[config.mk]
export PLATFORM = sky130hd
export DESIGN_NAME = irq_controller
export DESIGN_NICKNAME = d
export VERILOG_FILES = /design/src/rtl/irq_controller.sv
export SDC_FILE = /design/constraint.sdc
export NUM_CORES = 1
export LEC_CHECK = 0
export ABC_AREA = 1
export BUFFER_PORTS_ARGS = -buffer_cell sky130_fd_sc_hd__buf_2
export CORE_MARGIN = 8
export CORE_UTILIZATION = 35
export CTS_CLUSTER_SIZE = 30
export DETAILED_ROUTE_END_ITERATION = 12
export PLACE_DENSITY = 0.64
export SYNTH_ARGS = -nofsm -noshare
export SYNTH_HDL_FRONTEND = slang
export SYNTH_SLANG_ARGS = --single-unit
[constraint.sdc]
create_clock -name clk -period 1.8 [get_ports clk]
set_clock_uncertainty 0.2 [all_clocks]
set_input_delay 0.36 -clock clk [delete_from_list [all_inputs] [get_ports clk]]
set_output_delay 0.36 -clock clk [all_outputs]
set_load 0.1 [all_outputs]
[src/rtl/irq_controller.sv]
`default_nettype none
// +----------------------------------------------------------------------------+
// | Module   : irq_controller                                                  |
// | Purpose  : Edge-captured, masked, fixed-priority interrupt controller.     |
// |            Sequences a single-level interrupt entry (vector + return push) |
// |            and releases the in-service line on reti.                       |
// | Revision : 1.0 - initial release                                           |
// +----------------------------------------------------------------------------+
module irq_controller #(
  parameter int              NIRQ       = 4,
  parameter int              PC_W       = 10,
  parameter logic [PC_W-1:0] VEC_BASE   = PC_W'(1000),
  parameter int              VEC_STRIDE = 4,
  localparam int             ID_W       = (NIRQ > 1) ? $clog2(NIRQ) : 1
) (
  input  logic            clk,
  input  logic            reset,
  input  logic [NIRQ-1:0] irq,
  input  logic            mask_we,
  input  logic [NIRQ-1:0] mask_wd,
  input  logic [PC_W-1:0] pc_ret,
  input  logic            reti,
  input  logic            stack_full,
  output logic            irq_take,
  output logic [PC_W-1:0] vector,
  output logic            stack_push,
  output logic [PC_W-1:0] push_data,
  output logic            stack_pop,
  output logic            in_service,
  output logic [ID_W-1:0] active_id,
  output logic [NIRQ-1:0] pending,
  output logic            err_reti
);

  typedef enum logic [1:0] {
    IDLE    = 2'd0,
    TAKE    = 2'd1,
    SERVICE = 2'd2
  } state_t;

  state_t          state_q;
  logic            irq_take_q;
  logic            in_service_q;
  logic [ID_W-1:0] active_id_q;
  logic [PC_W-1:0] vector_q;
  logic            err_q;
  logic [NIRQ-1:0] irq_prev_q;
  logic [NIRQ-1:0] mask_q;
  logic [NIRQ-1:0] pending_q;
  logic [NIRQ-1:0] pending_d;

  logic [NIRQ-1:0] w_edges;
  logic [NIRQ-1:0] w_eligible;
  logic [NIRQ-1:0] w_take_clr;
  logic [ID_W-1:0] w_win_id;
  logic [PC_W-1:0] w_win_vec;

  assign w_edges    = irq & ~irq_prev_q;
  assign w_eligible = pending_q & mask_q;

  // Lowest eligible index wins: scan downward so the last hit is the lowest.
  always_comb begin
    w_win_id = '0;
    for (int i = NIRQ - 1; i >= 0; i--) begin
      if (w_eligible[i]) begin
        w_win_id = ID_W'(i);
      end
    end
  end

  // Vector arithmetic is done in PC_W bits so it wraps naturally.
  assign w_win_vec = VEC_BASE + (PC_W'(w_win_id) * PC_W'(VEC_STRIDE));

  // Pending clears for the taken line when TAKE closes; a fresh edge on that
  // same line in that cycle must survive, hence the OR after the clear.
  always_comb begin
    w_take_clr = '0;
    if (state_q == TAKE) begin
      w_take_clr = NIRQ'(1) << active_id_q;
    end
    pending_d = (pending_q & ~w_take_clr) | w_edges;
  end

  // Edge-detect history, mask register and pending request bits.
  always_ff @(posedge clk or negedge reset) begin
    if (!reset) begin
      irq_prev_q <= '0;
      mask_q     <= '0;
      pending_q  <= '0;
    end else begin
      irq_prev_q <= irq;
      pending_q  <= pending_d;
      if (mask_we) begin
        mask_q <= mask_wd;
      end
    end
  end

  // Entry sequencer with registered take/service outputs and sticky reti error.
  always_ff @(posedge clk or negedge reset) begin
    if (!reset) begin
      state_q      <= IDLE;
      irq_take_q   <= 1'b0;
      in_service_q <= 1'b0;
      active_id_q  <= '0;
      vector_q     <= '0;
      err_q        <= 1'b0;
    end else begin
      if (reti && (state_q != SERVICE)) begin
        err_q <= 1'b1;
      end
      case (state_q)
        IDLE: begin
          if ((|w_eligible) && !stack_full) begin
            state_q     <= TAKE;
            irq_take_q  <= 1'b1;
            active_id_q <= w_win_id;
            vector_q    <= w_win_vec;
          end
        end
        TAKE: begin
          state_q      <= SERVICE;
          irq_take_q   <= 1'b0;
          in_service_q <= 1'b1;
        end
        SERVICE: begin
          if (reti) begin
            state_q      <= IDLE;
            in_service_q <= 1'b0;
          end
        end
        default: begin
          state_q      <= IDLE;
          irq_take_q   <= 1'b0;
          in_service_q <= 1'b0;
        end
      endcase
    end
  end

  assign irq_take   = irq_take_q;
  assign stack_push = irq_take_q;
  assign vector     = vector_q;
  assign push_data  = irq_take_q ? pc_ret : '0;
  assign stack_pop  = (state_q == SERVICE) && reti;
  assign in_service = in_service_q;
  assign active_id  = active_id_q;
  assign pending    = pending_q;
  assign err_reti   = err_q;

endmodule
`default_nettype wire
==> results.sh, run 1 <==
export IMPL_crit_chain="buf_12, nand2_4, clkinvlp_4, buf_12"
export IMPL_crit_slowest_cell="dfrtp_4"
export IMPL_finalNetCount=188
export IMPL_firstDrtPassIters=4
export IMPL_clkTransAtPathRegs_ps=110
export IMPL_crit_start="irq_take"
export IMPL_dp_hpwl_mm=2.04
export IMPL_antenna_found_initial=0
export IMPL_cts_buffer_depth=2
export IMPL_drc=0
export IMPL_synth_area_um2=953
export IMPL_synthToLayoutAreaGrowth_pct=70.2
export IMPL_grtUsageTotal=0.104
export IMPL_dpl_cell_area_mm2=0.00149
export IMPL_synthCells=109
export IMPL_yosys_area_top_type="dfrtp_1"
export IMPL_yosys_warnings=0
export IMPL_routabilityCongestion=0.800
export IMPL_drt_iter0_drc=7
export IMPL_dp_slack_ps=180
export IMPL_crit_top_cell="buf_12"
export IMPL_final_max_slew_viol_count=0
export IMPL_seq_area_frac_synth=0.551
export IMPL_grt_ovfl_total=0
export IMPL_min_period_ps=1880
export IMPL_synthDistinctLibCells=16
export IMPL_synth_compound_area_frac=0.0735
export IMPL_core_area_mm2=0.00266
export IMPL_drive_gt1_frac=0.555
export IMPL_critical_path_startpoint_type="flop"
export IMPL_period_share=1.05
export IMPL_cp_arrival_ps=1320
export IMPL_synth_top_family_by_area="buffers and inverters"
export IMPL_rsz0062_at_grt="true"
export IMPL_yosys_area_share_simple=0.154
export IMPL_finalSetupViolCount=11
export IMPL_crit_family="flip-flops"
export IMPL_synth_mux_area_fraction=0.0472
export IMPL_port_buffer_count=51
export IMPL_fill_cells=227
export IMPL_hold_path_startpoint="mask_wd[2]"
export IMPL_yosys_area_share_xor_xnor=0
export IMPL_drt_total_wl_mm=2.47
export IMPL_r2r_start="state_q[0]"
export IMPL_row_count=19
export IMPL_post_place_cells=182
export IMPL_start_util=0.358
export IMPL_clock_sinks=21
export IMPL_instances_no_fill=195
export IMPL_hold_viol_final=0
export IMPL_endpoint_kind="output port"
export IMPL_violations="setup timing"
export IMPL_grt_max_degree=22
export IMPL_fmax_mhz=532
export IMPL_grt_pass1_vias=967
export IMPL_die_y_um=68.2
export IMPL_drv_cap=0
export IMPL_cts_root_buf="clkbuf_4"
export IMPL_critPathMaxFanout=6
export IMPL_final_area_mm2=0.00162
export IMPL_critPathKind="reg -> out"
export IMPL_cp_data_required_time_ps=1240
export IMPL_wire_per_inst_um=12.7
export IMPL_io_pins=54
export IMPL_die_w_um=68.2
export IMPL_setup_ws_ps=-81.1
export IMPL_clk_latency_ps=300
export IMPL_diodes=0
export IMPL_cp_num_buf_inv=3
export IMPL_synth_top_cell_area_share=0.551
export IMPL_routed_via_density=4.42
export IMPL_max_stage_delay_ps=540
export IMPL_status="finished with violations"
export IMPL_antenna_left=0
export IMPL_yosys_area_share_adder=0
export IMPL_ctsHtreeMaxLevel=1
export IMPL_postSynthAreaPerCell_um2=8.75
export IMPL_synthTopCellsByArea="dfrtp_1, nand2_1, inv_1, buf_4, mux2_2"
export IMPL_ys_seq_elements=21
export IMPL_hold_slack_ps=87.0
export IMPL_cts_tree="done"
export IMPL_numCtsBuffers=3
export IMPL_grt_pass1_wl_mm=3.85
export IMPL_dieArea_mm2=0.00465
export IMPL_vias=861
export IMPL_hold_class="in -> reg"
-- cell usage in the layout, fill, tap and decap left out, drive strengths merged --
cell type	instances
clkbuf	4
a21boi	1
a21o	1
clkinvlp	10
conb	2
dfrtp	21
inv	14
nand2	30
o21ai	9
dlygate4sd3	5
nor2	3
nand3	3
a21oi	2
buf	55
mux2	4
-- layout make-up --
cell class              instances  area [um^2]  area share
clock buffers                   4         26.3      0.0162
flip-flops and latches         21          533       0.328
multi-input cells              55          347       0.214
repair buffers                 60          551       0.339
well taps                      31         38.8      0.0239
inverters                      24          128      0.0786
-- cell usage after synthesis --
cell / n
buf_2: 1
mux2_2: 4
dfrtp_1: 21
buf_4: 9
nor2_2: 2
nand2_2: 1
a21boi_0: 1
nand2_1: 29
conb_1: 1
o21ai_0: 1
inv_1: 24
a21o_1: 1
nand3_1: 3
nor2_1: 1
o21ai_1: 8
a21oi_1: 2
-- worst paths after layout --
kind,end,slack (ps),cells after the start
max,push_data[8],-80,4
min,mask_q[2],90,2
max reg2reg,vector[4],480,4
min reg2reg,pending[0],220,1
max in group asynchronous,irq_take,730,2
min in group asynchronous,irq_prev_q[1],330,2
-- cells by family (layout without fill, tap and decap cells) --
family,count (synthesis),after routing
muxes,4,4
DFF,21,21
AOI/OAI and AO/OA,13,13
buffers and inverters,34,88
and+or+nand+nor,36,36
other,1,2
-- state kept, by name (all words and copies together), names as in the netlist, 2 cells and up --
register and cells:
irq_prev_q 4, state_q 2, pending 4, mask_q 4, vector 3
-- metrics by stage --
step	TNS, ps	util
after floorplan	-532	-
after global placement	0	0.561
after detailed placement	0	0.561
after CTS	-638	0.605
after global routing	-1130	0.609
final	-655	0.609
-- routing by layer --
metal / wire (um) / vias to the layer above / global-route usage
li1: - / 421 / -
met1: 921 / 400 / 0.111
met2: 1260 / 36 / 0.196
met3: 263 / 4 / 0.0262
met4: 24 / 0 / 0.0307
met5: 0 / - / 0
-- what timing repair did --
| item | in CTS | in global routing |
|---|---|---|
| endpoints found under the hold margin | 25 | 0 |
| hold buffers | 5 | 0 |
| buffers inserted | 3 | 1 |
| gates resized for setup | 6 | 1 |
| endpoints found under the setup margin | 11 | 12 |
| pin swaps | 0 | 2 |
Power of run 1 is left out: the tool's default activity adds up to more than one toggle a clock period on the data nets, which glitch-free logic cannot reach.
==> inputs of run 2 (changes only) <==
--- a/config.mk
+++ b/config.mk
@@ -11,7 +11,7 @@
 export CORE_UTILIZATION = 35
 export CTS_CLUSTER_SIZE = 30
 export DETAILED_ROUTE_END_ITERATION = 12
-export PLACE_DENSITY = 0.64
+export PLACE_DENSITY = 0.66
 export SYNTH_ARGS = -nofsm -noshare
 export SYNTH_HDL_FRONTEND = slang
 export SYNTH_SLANG_ARGS = --single-unit
==> results.sh, run 2 (same netlist as run 1, synthesis figures left out) <==
export IMPL_hold_class="in -> reg"
export IMPL_antenna_left=0
export IMPL_drive_gt1_frac=0.564
export IMPL_cp_arrival_ps=1300
export IMPL_fmax_mhz=538
export IMPL_multiInputGateArea_um2=354
export IMPL_crit_chain="buf_12, nand2_4, clkinvlp_4, buf_12"
export IMPL_crit_family="flip-flops"
export IMPL_critPathMaxFanout=6
export IMPL_row_count=19
export IMPL_min_period_ps=1860
export IMPL_fill_cells=225
export IMPL_cts_buffer_depth=2
export IMPL_synthToLayoutAreaGrowth_pct=72.2
export IMPL_dieArea_mm2=0.00465
export IMPL_period_share=1.03
export IMPL_violations="setup timing"
export IMPL_firstDrtPassIters=4
export IMPL_start_util=0.358
export IMPL_port_buffer_count=51
export IMPL_die_w_um=68.2
export IMPL_register_area_um2=533
export IMPL_critical_path_startpoint_type="flop"
export IMPL_ctsHtreeMaxLevel=1
export IMPL_setup_ws_ps=-57.3
export IMPL_mostFrequentLayoutCell="buf_2"
export IMPL_finalSetupViolCount=12
export IMPL_clk_latency_ps=300
export IMPL_hold_depth=2
export IMPL_grt_ovfl_total=0
export IMPL_cp_num_buf_inv=3
export IMPL_endpoint_kind="output port"
export IMPL_drc=0
export IMPL_path_depth=4
export IMPL_max_stage_delay_ps=520
export IMPL_grtUsageTotal=0.113
export IMPL_drt_iter0_drc=12
export IMPL_cp_data_required_time_ps=1240
export IMPL_status="finished with violations"
export IMPL_clkTransAtPathRegs_ps=110
export IMPL_dp_hpwl_mm=2.04
export IMPL_core_area_mm2=0.00266
export IMPL_crit_top_cell="buf_12"
export IMPL_grt_max_degree=22
export IMPL_cts_root_buf="clkbuf_4"
export IMPL_routed_via_density=4.41
export IMPL_routabilityCongestion=0.799
export IMPL_numCtsBuffers=3
export IMPL_critPathKind="reg -> out"
export IMPL_final_max_slew_viol_count=0
export IMPL_drv_cap=0
export IMPL_cts_tree="done"
export IMPL_setup_tns_ps=-494
export IMPL_grt_pass1_wl_mm=4.08
export IMPL_mostFrequentLayoutCells="buf_2, nand2_1, dfrtp_1, buf_12, inv_1"
export IMPL_clock_sinks=21
export IMPL_finalNetCount=189
export IMPL_rr_worst_depth=3
export IMPL_vias=865
export IMPL_crit_slowest_cell="dfrtp_4"
export IMPL_rsz0062_at_grt="true"
export IMPL_antenna_found_initial=0
export IMPL_hold_viol_final=0
export IMPL_die_y_um=68.2
export IMPL_grt_pass1_vias=937
export IMPL_wire_per_inst_um=12.9
export IMPL_fin_util=0.617
export IMPL_drt_total_wl_mm=2.54
export IMPL_io_pins=54
export IMPL_diodes=0
-- run 2: per-stage QoR --
step	std cells	cell area (um^2)	setup WS (ps)	hold slack (ps)
global route	196	1640	-96.4	80.7
finish	196	1640	-57.3	83.1
CTS	196	1640	-56.0	82.8
floorplan	110	1090	-104	-136
global placement	182	1490	213	125
detailed placement	182	1490	203	135
-- run 2: worst register-to-register path, stage by stage, from the launching register on --
cell      delay [ps]
dfrtp_1          440
nor2_2           130
nand3_1          180
a21boi_0         260
-- run 2: worst paths after layout --
path	start	to	slack (ps)
min reg2reg	irq_prev_q[1]	pending[1]	230
min	mask_wd[1]	mask_q[1]	80
max in group asynchronous	reset	irq_take	730
max	irq_take	push_data[0]	-60
max reg2reg	state_q[1]	vector[4]	500
min in group asynchronous	reset	pending[1]	320
-- run 2: cell type report --
class	instances	share of cell area
inverter	24	0.0777
multi-input combinational	55	0.216
sequential	21	0.325
clock buffer	4	0.0160
tap	31	0.0236
timing repair buffer	61	0.342
-- run 2: metal layers --
metal  vias up  routed length [um]  global-route usage
met5         -                   0                   0
met2        36                1300               0.209
met1       396                 939               0.123
met4         0                  34              0.0384
li1        428                   -                   -
met3         5                 265              0.0278
-- run 2: what timing repair did --
item / CTS / global route
endpoints found under the setup margin: 11 / 12
hold buffers: 5 / 0
setup buffers: 5 / 0
resized for setup: 8 / 0
pin swaps: 0 / 1
endpoints found under the hold margin: 25 / 0
Power of run 2 is left out for the same reason.
==> inputs of run 3 (changes only) <==
--- a/config.mk
+++ b/config.mk
@@ -8,10 +8,10 @@
 export ABC_AREA = 1
 export BUFFER_PORTS_ARGS = -buffer_cell sky130_fd_sc_hd__buf_2
 export CORE_MARGIN = 8
-export CORE_UTILIZATION = 35
+export CORE_UTILIZATION = 45
 export CTS_CLUSTER_SIZE = 30
 export DETAILED_ROUTE_END_ITERATION = 12
-export PLACE_DENSITY = 0.66
+export PLACE_DENSITY = 0.81
 export SYNTH_ARGS = -nofsm -noshare
 export SYNTH_HDL_FRONTEND = slang
 export SYNTH_SLANG_ARGS = --single-unit
==> results.sh, run 3 (same netlist as run 1, synthesis figures left out) <==
export IMPL_fill_cells=117
export IMPL_critPathKind="reg -> out"
export IMPL_start_util=0.481
export IMPL_io_pins=54
export IMPL_grt_pass1_wl_mm=4.17
export IMPL_diodes=0
export IMPL_fin_util=0.836
export IMPL_die_w_um=62.0
export IMPL_dpl_cell_area_mm2=0.00149
export IMPL_grt_ovfl_total=0
export IMPL_drive_gt1_frac=0.568
export IMPL_status="finished with violations"
export IMPL_r2r_start="state_q[0]"
export IMPL_clk_latency_ps=310
export IMPL_r2r_slack_ps=430
export IMPL_hold_viol_final=0
export IMPL_final_area_mm2=0.00166
export IMPL_port_buffer_count=51
export IMPL_mostFrequentLayoutCells="buf_2, nand2_1, dfrtp_1, inv_1, buf_12"
export IMPL_core_area_mm2=0.00198
export IMPL_final_max_slew_viol_count=0
export IMPL_hold_class="in -> reg"
export IMPL_hold_path_startpoint="mask_wd[0]"
export IMPL_multiInputGateArea_um2=347
export IMPL_routed_via_density=4.66
export IMPL_ctsHtreeMaxLevel=1
export IMPL_dieArea_mm2=0.00385
export IMPL_cts_buffer_depth=2
export IMPL_finalNetCount=193
export IMPL_grtUsageTotal=0.151
export IMPL_critPathMaxFanout=5
export IMPL_fmax_mhz=532
export IMPL_crit_slowest_cell="dfrtp_4"
export IMPL_die_y_um=62.0
export IMPL_crit_chain="buf_6, nand2_4, clkinvlp_4, buf_12"
export IMPL_clkTransAtPathRegs_ps=110
export IMPL_row_count=16
export IMPL_mostFrequentLayoutCell="buf_2"
export IMPL_clock_sinks=21
export IMPL_routabilityCongestion=0.832
export IMPL_max_stage_delay_ps=530
export IMPL_dp_hpwl_mm=2.20
export IMPL_numCtsBuffers=3
export IMPL_crit_family="flip-flops"
export IMPL_min_period_ps=1880
export IMPL_cp_num_buf_inv=3
export IMPL_register_area_um2=533
export IMPL_wire_per_inst_um=15.1
export IMPL_cp_arrival_ps=1320
export IMPL_cp_data_required_time_ps=1240
export IMPL_antenna_found_initial=0
export IMPL_violations="setup timing"
export IMPL_rsz0062_at_grt="true"
export IMPL_vias=914
export IMPL_drt_iter0_drc=30
export IMPL_drc=0
export IMPL_period_share=1.04
export IMPL_cts_root_buf="clkbuf_4"
export IMPL_grt_max_degree=22
export IMPL_drv_cap=0
export IMPL_hold_slack_ps=75.8
export IMPL_endpoint_kind="output port"
export IMPL_setup_ws_ps=-80.5
export IMPL_synthToLayoutAreaGrowth_pct=73.9
export IMPL_cts_tree="done"
export IMPL_crit_start="irq_take"
export IMPL_finalSetupViolCount=12
export IMPL_firstDrtPassIters=4
export IMPL_drt_total_wl_mm=2.96
export IMPL_grt_pass1_vias=913
export IMPL_antenna_left=0
export IMPL_critical_path_startpoint_type="flop"
run 3: area by class of cell:
cell class	instances	share of cell area
Sequential cell	21	0.322
Timing Repair Buffer	65	0.356
Multi-Input combinational cell	55	0.209
Clock buffer	4	0.0158
Inverter	24	0.0770
Tap cell	27	0.0204
run 3: worst paths after layout:
check,to,depth (start not counted)
min in group asynchronous,pending[2],2
worst min-delay path,mask_q[0],2
worst min register to register,pending[2],1
worst max register to register,active_id[0],6
max in group asynchronous,irq_take,2
worst max-delay path,push_data[2],4
run 3: through the flow:
stage / worst slack, ps / setup TNS [ps] / cells
2_1_floorplan: -104 / -532 / 110
3_3_place_gp: 216 / 0 / 178
3_5_place_dp: 207 / 0 / 178
4_1_cts: -85.5 / -772 / 192
5_1_grt: -133 / -1170 / 196
6_report: -80.5 / -654 / 196
run 3: worst reg2reg max path, cell delays in order, from the launching register on:
cell and delay, ps:
dfrtp_1 430, buf_4 150, nor2_2 110, nand3_1 180
nand2_2 140, nand2_1 60, nand2_1 60
run 3: timing repair:
item / 4_1_cts / 5_1_grt
pin swaps: 0 / 1
setup endpoints to repair: 11 / 12
hold buffers: 5 / 0
buffers inserted: 5 / 4
gates resized for setup: 7 / 1
hold endpoints to repair: 25 / 0
run 3: routing by layer:
metal / GRT usage / up-vias / part of all wire / wire, um
met4: 0.0584 / 0 / 0.016 / 48
li1: - / 435 / - / -
met2: 0.305 / 38 / 0.58 / 1730
met3: 0.0391 / 7 / 0.073 / 216
met5: 0 / - / 0 / 0
met1: 0.136 / 434 / 0.33 / 962
Power of run 3 is left out for the same reason.
